File: src/rtl/prbs_sat_counter.sv
// prbs_sat_counter: parameterised-width up counter that sticks at
// all-ones. A synchronous clear wins over a simultaneous increment.
module prbs_sat_counter #(
  parameter int W = 16
) (
  input  logic         clk,
  input  logic         rst,
  input  logic         inc,
  input  logic         clr,
  output logic [W-1:0] count
);

  // Count up on inc, hold at all-ones, clear has priority
  always_ff @(posedge clk or posedge rst) begin
    if (rst) begin
      count <= '0;
    end else if (clr) begin
      count <= '0;
    end else if (inc && (count != {W{1'b1}})) begin
      count <= count + W'(1);
    end
  end

endmodule

File: config.mk
export PLATFORM = sky130hd
export DESIGN_NAME = prbs_sat_counter
export DESIGN_NICKNAME = d
export VERILOG_FILES = /design/src/rtl/prbs_sat_counter.sv
export SDC_FILE = /design/constraint.sdc
export NUM_CORES = 1
export LEC_CHECK = 0
export ABC_AREA = 1
export CAP_MARGIN = 15
export CORE_UTILIZATION = 45
export CTS_CLUSTER_DIAMETER = 40
export DETAILED_ROUTE_END_ITERATION = 7
export HOLD_SLACK_MARGIN = 0.06
export PLACE_DENSITY = 0.73
export SKIP_LAST_GASP = 1
export SYNTH_ARGS = -nofsm -noshare
export SYNTH_HDL_FRONTEND = slang
export SYNTH_SLANG_ARGS = --single-unit
File: constraint.sdc
create_clock -name clk -period 1.7 [get_ports clk]
set_input_delay 0.51 -clock clk [delete_from_list [all_inputs] [get_ports clk]]
set_output_delay 0.51 -clock clk [all_outputs]
set_load 0.02 [all_outputs]
# ---- Word level (Yosys, flattened, before mapping)
# Cells that the tools add are included.
dict set report totals {
  wordCells 7
  reg_bits 16
  output_inout_bits 16
}
dict set report op_classes {
  addsub 1
  muxes 2
  n_reduce_logical 2
  eq_ne 1
}
# operator n
set op_table {}
lappend op_table {{$mux 16} 2}
lappend op_table {{$add 16x1->16 const B} 1}
lappend op_table {{$ne 16x16->1 const B} 1}
lappend op_table {{$reduce_bool 2->1} 1}
lappend op_table {{$logic_and 1x1->1} 1}

# ---- Depth between registers and ports, before layout
# Gate-level depths: netlist of the first run.
dict set report depth {
  word_depth 4
  depth_mapped 10
}

# ---- Worst setup path before layout of the first run
# Ideal clock, no wire load.
dict set report synth_path {
  kind {reg2reg}
  startpoint {register count[1]}
  endpoint {register count[12]}
  slack_ns 0.050
  required_time_ns 1.634
  path_stages_with_launch 11
  arrival_time_ns 1.585
  period_less_slack_ns 1.650
  path_cell_list {dfrtp_1 -> ha_1 -> nand2_2 -> nor2_8 -> nand2_4 -> nor2_4 -> nor2_2 -> nor2_4 -> buf_6 -> nand2_1 -> nand2_1}
}
dict set report synth_via {
  elab_chain_cells 3
}
# element line_no
set synth_rtl {}
lappend synth_rtl {{start: declaration} 10} ;# output logic [W-1:0] count
lappend synth_rtl {{start signal: assignment} 20} ;# count <= count + W'(1);
lappend synth_rtl {{$add 16x1->16 / $ne 16x16->1 (equally long branches)} {20, 19}}
lappend synth_rtl {{$mux 16 / $logic_and 1x1->1 (equally long branches)} 19} ;# end else if (inc && (count != {W{1'b1}})) begin
lappend synth_rtl {{$mux 16 / $reduce_bool 2->1 (equally long branches)} --}
# Parallel ways exist; a longest one is shown, timed or not. The select of a mux whose other input is x is not followed.
# A chain may end at the register's enable or synchronous reset.

# ---- Worst setup path in the final report of the first run
dict set report layout_path {
  startpoint {register count[7]}
  endpoint {output port count[7]}
}
# No word-level cell between the ends.

==> metrics.txt, run 1 <==
slew margin rel. 0.7365; WS Path Type reg -> out; total CTS buffers 3; Clock Skews 0.003507 ns; first drt pass iteration count 4; synth top area cells dfrtp_1, nand2_1, nand4_1; CP max-delay cell dfrtp_1; Fill cells 219; grt total ovfl 0; met3 WL 113 microns; gp weighted congestion 0.8940; #FFs+latches synth 16; 1st-iter DRT viols 17; total power 728.3 uW; CP Capture Type primary output; r2r endpoint count[4]$_DFFE_PP0P_; wl on met1 1239 microns; Final Setup Violations 0; first-pass GRT wire length 4609 microns; biggest regs count x16; Req. time, crit path 1.19 ns; max cap viols 0; via count 1115; commonest cells in the netlist nand2_1, dfrtp_1, inv_1, nor2_1, nand3_1; hpwl dp 2103 microns; # port buffers 19; Remaining DRCs 0; worst r2r path cells 10; Netlist cell types 24; highest routed layer met4; routed len/inst 12.28 microns; initial antenna violation count 0; Initial Util 0.4852; Max VDD drop 0.3514 mV; Antenna Nets Post-Route 0; EDFF count, synth 0; synthesized area 1084 sq um; Reg2Reg Launch Point count[0]$_DFFE_PP0P_; Diodes inserted 0; H-tree levels 1; Pleak 0.0008077 uW; Synth area leader dfrtp_1; fraction of registers with async set/reset 1.000; synth warn 0; CP Cell Sequence dlygate4sd2_1; switching share of power 0.2485; arrival time worst endpoint 1.14 ns; # clock sinks 16; GRT Resource Usage Total 0.2399; CTS tree done; final worst slack 0.04842 ns; Die Y 51.07 microns; most common cell in the netlist nand2_1; number of global-route vias before repair 1039; NetSw 181.0 uW; Die W 51.07 microns; combinational power share 0.106; min cycle time layout 1.652 ns; top cell type's share of synthesized area 0.3695; core area 2233 sq um; worst-path fanout max 6; max reg flops 16; WL final 2689 microns; Max Fclk 0.6055 GHz; Rows 17; PD cells 515.6 nW/um^2; total placed cells including tap cells 215; setup TNS 0 ns; Synthesized Nets 164; internal power 547.3 uW; syn avg cell area 6.815 sq um; metal2 WL 1312 microns; RSZ-0062 raised after global routing no; Die ar. 2608 sq um; cells after synthesis 159; Final Cycle Share 0.9715; number of setup buffers added after CTS 0; clock power share 0.359; area grow syn2layout 30.37%; max-slew violations 0; Synth Flop Type dfrtp_1; R2R setup slack 0.13 ns; Reg power frac 0.534; io pins 20; startpoint types register; clock latency on the worst-skew pair 0.29 ns; worst hold path class in -> async; non-filler cells in the finished layout 219; register area share after synthesis 0.3695; largest net degree at the start of global routing 17; Slew @ Worst Pin 0.3938 ns; clk slew on worst S/H paths 0.10 ns; CP peak stage delay 0.49 ns; largest register by flop count count; pre-CTS setup slack -0.05104 ns; status finished clean; crit-path leading delay family flip-flops; clock tree buffer depth 2; # nets final 197; sum of buffers and inverters on the critical path 1; layout cells sized above 1 0.1309; Vias per Instance 5.091; Final Hold Fails 0; Root Driver clkbuf_4
==> worst min-delay path, cell delays in order <==
cell             delay [ns]
clkdlybuf4s50_1        0.39
inv_1                  0.05
buf_4                  0.23
==> layout by cell type (no fill, tap or decap) <==
master           netlist  routed
nand2_1               64      64
inv_1                 16      16
nor2_1                16      16
dfrtp_1               16      16
dlygate4sd2_1          0      16
nand3_1               12      12
nand4_1               11      11
buf_4                  0      11
nor2_4                 3       4
clkbuf_4               0       3
clkdlybuf4s50_1        0       3
nand3b_1               2       2
xor2_1                 2       2
xnor2_1                2       2
inv_2                  1       1
nand2_2                1       1
nor2_8                 1       1
nand2_4                1       1
nor2_2                 2       1
clkinv_1               1       1
a21oi_1                1       1
o21ai_1                1       1
o21ai_0                1       1
nor3_1                 1       1
ha_1                   1       1
clkbuf_8               0       1
buf_12                 0       1
==> layer usage <==
metal | track usage | vias to the layer above
li1 | - | 564
met1 | 0.3137 | 520
met2 | 0.3925 | 27
met3 | 0.04167 | 4
met4 | 0.08796 | 0
met5 | 0 | -
==> layout make-up <==
type | count | area (sq um) | area share
tap | 28 | 35.03 | 0.02480
sequential | 16 | 400.4 | 0.2834
clock buffer | 4 | 36.28 | 0.02569
timing repair buffer | 31 | 272.8 | 0.1931
multi-input combinational | 122 | 600.6 | 0.4252
inverter | 18 | 67.56 | 0.04783
==> through the flow <==
stage | hold slack (ns) | utilization | instance area (sq um)
2_1_floorplan | 0.4237 | - | 1084
5_1_grt | 0.5347 | 0.6325 | 1413
3_5_place_dp | 0.5458 | 0.6230 | 1391
4_1_cts | 0.5121 | 0.6303 | 1408
3_3_place_gp | 0.5332 | 0.6230 | 1391
6_report | 0.5080 | 0.6325 | 1413
==> worst max path at each step <==
| stage | slack (ns) | end | start | cells after the start |
|---|---|---|---|---|
| after floorplan | 0.05 | count[12]$_DFFE_PP0P_ | count[1]$_DFFE_PP0P_ | 10 |
| after global placement | 0.02 | count[13]$_DFFE_PP0P_ | inc | 7 |
| after detailed placement | -0.05 | count[11]$_DFFE_PP0P_ | inc | 7 |
| after CTS | 0.05 | count[7] | count[7]$_DFFE_PP0P_ | 1 |
| after global routing | 0.0004 | count[7] | count[7]$_DFFE_PP0P_ | 1 |
| final | 0.05 | count[7] | count[7]$_DFFE_PP0P_ | 1 |
==> power groups by stage <==
| stage | logic, uW | registers (uW) | clock network (uW) |
|---|---|---|---|
| final | 77.3 | 389 | 262 |
| after global routing | 85.7 | 390 | 282 |
| after CTS | 76.9 | 389 | 273 |
| after detailed placement | 79.6 | 397 | 0 |
| after global placement | 78.6 | 396 | 0 |
| after floorplan | 34.3 | 402 | 0 |
==> logic make-up (layout without fill, tap and decap cells) <==
family / after synthesis / in the layout / share of synthesized area
fa+ha+maj: 1 / 1 / 0.01155
flops: 16 / 16 / 0.3695
simple gates: 114 / 114 / 0.4919
compound gates: 3 / 3 / 0.01384
buf+inv: 21 / 53 / 0.08082
xor+xnor: 4 / 4 / 0.03234
==> timing repair <==
item,4_1_cts,5_1_grt
pin swaps,0,0
resized for setup,16,1
endpoints found under the setup margin,16,5
hold buffers,0,0
Note: power is estimated with default switching activity, not from simulation.
==> run 2: changes to the inputs <==
--- a/config.mk
+++ b/config.mk
@@ -11,7 +11,7 @@
 export CTS_CLUSTER_DIAMETER = 40
 export DETAILED_ROUTE_END_ITERATION = 7
 export HOLD_SLACK_MARGIN = 0.06
-export PLACE_DENSITY = 0.73
+export PLACE_DENSITY = 0.76
 export SKIP_LAST_GASP = 1
 export SYNTH_ARGS = -nofsm -noshare
 export SYNTH_HDL_FRONTEND = slang
==> constraint.sdc (replaced) <==
create_clock -name clk -period 1.35 [get_ports clk]
set_input_delay 0.405 -clock clk [delete_from_list [all_inputs] [get_ports clk]]
set_output_delay 0.405 -clock clk [all_outputs]
set_load 0.02 [all_outputs]
==> metrics.txt, run 2 (synthesis results as in run 1) <==
status finished, violations left; failing checks negative setup slack; hpwl dp 2351 microns (+12%); first-pass GRT wire length 5313 microns (+15%); area grow syn2layout 51.39%; Util after Layout 0.7345 (+0.1020); combinational power share 0.142 (+0.036); clock tree buffer depth 2 (unchanged); Die Y 51.07 microns (unchanged); Clock Skews 0.001602 ns (-0.001906 ns); initial antenna violation count 0 (unchanged); NetSw 224.0 uW (+24%); slew margin rel. 0.8166 (+0.08016); hold buffers post-CTS 0 (unchanged); Die W 51.07 microns (unchanged); most common cell after layout, fill and taps aside nand2_1; non-filler cells in the finished layout 247 (+13%); startpoint types register; clock latency on the worst-skew pair 0.28 ns (about the same); Antenna Nets Post-Route 0 (unchanged); max reg flops 16 (unchanged); largest net degree at the start of global routing 17 (unchanged); Slew @ Worst Pin 0.2740 ns (-0.1198 ns); 1st-iter DRT viols 44 (+27); RSZ-0062 raised after global routing yes; largest register by flop count count; max-slew violations 0 (unchanged); # clock sinks 16 (unchanged); switching share of power 0.2571 (+0.008592); internal power 647.3 uW (+18%); PD cells 531.2 nW/um^2 (+3.0%); grt total ovfl 0 (unchanged); Max Fclk 0.6790 GHz; commonest non-fill, non-tap cells in the layout nand2_1, buf_4, inv_1, buf_2, dfrtp_1; min cycle time layout 1.473 ns; Remaining DRCs 0 (unchanged); max cap viols 0 (unchanged); first drt pass iteration count 4 (unchanged); Vias per Instance 5.182 (+1.8%); Reg power frac 0.566 (+0.032); Root Driver clkbuf_4; Diodes inserted 0 (unchanged); total CTS buffers 3 (unchanged); WS Path Type reg -> reg; core area 2233 sq um (unchanged); Final Cycle Share 1.091; CP Capture Type register; Die ar. 2608 sq um (unchanged); # port buffers 19 (unchanged); Initial Util 0.4852 (unchanged); number of global-route vias before repair 1245 (+20%); layout cells sized above 1 0.3790 (+0.2481); worst-path fanout max 11 (+5); final worst slack -0.1228 ns (-0.1712 ns); H-tree levels 1 (unchanged); Rows 17 (unchanged); via count 1280 (+15%); setup TNS -1.566 ns (-1.566 ns); Final Hold Fails 0 (unchanged); Req. time, crit path 1.53 ns (+0.34 ns); Pleak 0.0009429 uW (+17%); worst hold path class in -> async; WL final 3305 microns (+23%); arrival time worst endpoint 1.65 ns (+0.51 ns); routed len/inst 13.38 microns (+9.0%); io pins 20 (unchanged); Final Setup Violations 16 (+16); Max VDD drop 0.5050 mV (+44%); # nets final 226 (+15%); gp weighted congestion 0.9136 (+2.2%); biggest regs count x16; GRT Resource Usage Total 0.2764 (+0.03646); CTS tree done; total placed cells including tap cells 234 (+8.8%); clk slew on worst S/H paths 0.09 ns (about the same); clock power share 0.292 (-0.067)
run 2: power groups by stage:
stage | clock network, uW | registers (uW) | logic [uW]
final | 254 | 494 | 123
after global routing | 279 | 495 | 133
after CTS | 265 | 494 | 122
after detailed placement | 0 | 504 | 106
after global placement | 0 | 503 | 103
after floorplan | 0 | 509 | 46.1
run 2: what timing repair did:
action,4_1_cts,5_1_grt
pin swaps,5,1
resized for setup,72,9
buffers inserted,8,2
endpoints found under the setup margin,32,18
run 2: worst max-delay path: stages (launching register included):
cell and delay (ns):
dfrtp_2 0.46, ha_4 0.18, nand2_4 0.07, nor2_8 0.05, nand2_4 0.07, nor2_4 0.04, nor2_4 0.17, nor2_4 0.06
buf_12 0.14, nand2_1 0.06, nand2_1 0.05
run 2: final timing paths:
| path | depth (start not counted) | end | start | slack, ns |
|---|---|---|---|---|
| worst max-delay path | 10 | count[11]$_DFFE_PP0P_ | count[0]$_DFFE_PP0P_ | -0.12 |
| worst min-delay path | 3 | count[6]$_DFFE_PP0P_ | rst | 0.42 |
| worst max register to register | 10 | count[11]$_DFFE_PP0P_ | count[0]$_DFFE_PP0P_ | -0.12 |
| worst min register to register | 2 | count[1]$_DFFE_PP0P_ | count[1]$_DFFE_PP0P_ | 0.56 |
| max in group asynchronous | 3 | count[0]$_DFFE_PP0P_ | rst | 0.72 |
| min in group clk | 2 | count[1]$_DFFE_PP0P_ | count[1]$_DFFE_PP0P_ | 0.56 |
run 2: metrics by stage:
stage	hold WS [ns]	power (uW)	setup slack [ns]	instance area [sq um]
after floorplan	0.3186	555.1	-0.1918	1106
after detailed placement	0.5442	609.8	-0.3109	1554
final	0.4242	871.3	-0.1228	1640
after CTS	0.4205	880.6	-0.1419	1610
after global placement	0.5350	605.1	-0.2778	1554
after global routing	0.4335	906.1	-0.1807	1640
run 2: layout make-up:
type | count | area [sq um]
repair buffers | 60 | 452.9
well taps | 28 | 35.03
inverters | 18 | 67.56
multi-input cells | 122 | 658.1
fillers | 183 | 593.1
flip-flops and latches | 16 | 404.1
clock buffers | 3 | 22.52
run 2: metal layers:
| layer | wire (microns) | part of all wire | vias to the layer above | GRT usage |
|---|---|---|---|---|
| met5 | 0 | 0 | - | 0 |
| met4 | 49 | 0.015 | 0 | 0.08333 |
| met3 | 157 | 0.048 | 6 | 0.02976 |
| met2 | 1803 | 0.55 | 43 | 0.5263 |
| met1 | 1295 | 0.39 | 610 | 0.3183 |
| li1 | - | - | 621 | - |
==> run 3: changes to the inputs <==
--- a/config.mk
+++ b/config.mk
@@ -12,7 +12,6 @@
 export DETAILED_ROUTE_END_ITERATION = 7
 export HOLD_SLACK_MARGIN = 0.06
 export PLACE_DENSITY = 0.76
-export SKIP_LAST_GASP = 1
 export SYNTH_ARGS = -nofsm -noshare
 export SYNTH_HDL_FRONTEND = slang
 export SYNTH_SLANG_ARGS = --single-unit
==> metrics.txt, run 3 (synthesis results as in run 1) <==
area grow syn2layout 52.31%; io pins 20 (unchanged); number of global-route vias before repair 1247 (+0.16%); WL final 3285 microns (-0.61%); Reg power frac 0.566 (about the same); grt total ovfl 0 (unchanged); worst hold path class in -> async; Remaining DRCs 0 (unchanged); R2R setup slack -0.12 ns (about the same); Diodes inserted 0 (unchanged); internal power 647.5 uW (about the same); H-tree levels 1 (unchanged); layout cells sized above 1 0.3790 (unchanged); Pleak 0.0009442 uW (+0.13%); Initial Util 0.4852 (unchanged); routed len/inst 13.30 microns (-0.61%); biggest regs count x16; first drt pass iteration count 4 (unchanged); max cap viols 0 (unchanged); max-slew violations 0 (unchanged); combinational power share 0.142 (about the same); Vias per Instance 5.255 (+1.4%); total placed cells including tap cells 234 (unchanged); Final Cycle Share 1.090 (about the same); CP Cell Sequence ha_4, nand2_4, nor2_8, nand2_4, nor2_4, nor2_4, buf_4, nand3_1, nand2_1; PD cells 528.4 nW/um^2 (-0.51%); Die W 51.07 microns (unchanged); gp weighted congestion 0.9136 (unchanged); Min Hold Slack 0.4237 ns (-0.0005090 ns); Root Driver clkbuf_4; arrival time worst endpoint 1.70 ns (+0.05 ns); non-filler cells in the finished layout 247 (unchanged); CP max-delay cell dfrtp_2; Req. time, crit path 1.58 ns (+0.05 ns); clock power share 0.292 (about the same); commonest non-fill, non-tap cells in the layout nand2_1, buf_4, inv_1, dfrtp_1, buf_2; GRT Resource Usage Total 0.2764 (unchanged); slew margin rel. 0.8198 (+0.003177); clk slew on worst S/H paths 0.09 ns (about the same); core area 2233 sq um (unchanged); 1st-iter DRT viols 39 (-11%); # port buffers 19 (unchanged); initial antenna violation count 0 (unchanged); total CTS buffers 3 (unchanged); Final Setup Violations 15 (-1); CP peak stage delay 0.46 ns (about the same); first-pass GRT wire length 5313 microns (unchanged); Rows 17 (unchanged); # clock sinks 16 (unchanged); final worst slack -0.1217 ns (+0.001151 ns); clock latency on the worst-skew pair 0.29 ns (about the same); Antenna Nets Post-Route 0 (unchanged); Final Hold Fails 0 (unchanged); via count 1298 (+1.4%); CTS tree done; CP Capture Type register; clock tree buffer depth 2 (unchanged); Max VDD drop 0.5058 mV (+0.16%); RSZ-0062 raised after global routing yes; Die ar. 2608 sq um (unchanged); largest net degree at the start of global routing 17 (unchanged); WS Path Type reg -> reg; worst-path fanout max 5 (-6); max reg flops 16 (unchanged); min cycle time layout 1.472 ns (-0.001151 ns); startpoint types register; Die Y 51.07 microns (unchanged); pre-CTS setup slack -0.3109 ns (unchanged); # nets final 226 (unchanged); largest register by flop count count; failing checks negative setup slack; Slew @ Worst Pin 0.2693 ns (-0.004748 ns); Clock Skews 0.0007605 ns (-0.0008410 ns); status finished, violations left; switching share of power 0.2576 (+0.0004404); Max Fclk 0.6795 GHz (about the same); most common cell after layout, fill and taps aside nand2_1; NetSw 224.6 uW (+0.27%); hpwl dp 2351 microns (unchanged)
==> run 3: path summary, 6_finish.rpt <==
check / start / to / cells after the start
worst min register to register: count[1]$_DFFE_PP0P_ / count[1]$_DFFE_PP0P_ / 2
worst max register to register: count[0]$_DFFE_PP0P_ / count[6]$_DFFE_PP0P_ / 9
worst max-delay path: count[0]$_DFFE_PP0P_ / count[6]$_DFFE_PP0P_ / 9
min in group clk: count[1]$_DFFE_PP0P_ / count[1]$_DFFE_PP0P_ / 2
max in group asynchronous: rst / count[0]$_DFFE_PP0P_ / 3
worst min-delay path: rst / count[6]$_DFFE_PP0P_ / 3
==> run 3: power groups by stage <==
stage	registers [uW]	logic (uW)	clock network, uW
after floorplan	509	46.1	0
after global placement	503	103	0
after detailed placement	504	106	0
after CTS	494	123	265
after global routing	495	133	279
final	494	124	254
==> run 3: critical path: cells and delay by family (launching register included) <==
kind	cells	cell delay, ns
buffers and inverters	1	0.18
AND/OR/NAND/NOR	7	0.59
adder cells (fa/ha/maj)	1	0.18
flip-flops	1	0.46
==> run 3: metal layers <==
layer  up-vias  wire [microns]  global-route usage
met5         -               0                   0
met4         0              78             0.08333
met3         9             150             0.02976
met2        51            1783              0.5241
met1       617            1273              0.3202
li1        621               -                   -
==> run 3: final cells by class <==
type	count	area [sq um]
Fill cell	183	583.1
Tap cell	28	35.03
Timing Repair Buffer	60	462.9
Clock buffer	3	22.52
Inverter	18	67.56
Sequential cell	16	404.1
Multi-Input combinational cell	122	658.1
==> run 3: metrics by stage <==
stage / power (uW) / TNS, ns / cell area (sq um) / util
4_1_cts: 882.1 / -1.615 / 1614 / 0.7227
2_1_floorplan: 555.1 / -2.276 / 1106 / -
3_5_place_dp: 609.8 / -5.297 / 1554 / 0.6958
6_report: 872.1 / -1.503 / 1650 / 0.7389
5_1_grt: 906.1 / -2.509 / 1650 / 0.7389
3_3_place_gp: 605.1 / -4.602 / 1554 / 0.6958
==> run 3: what timing repair did <==
action	CTS	global route
pin swaps	5	3
setup endpoints to repair	32	18
resized for setup	74	10
setup buffers	8	2
hold buffers	0	0
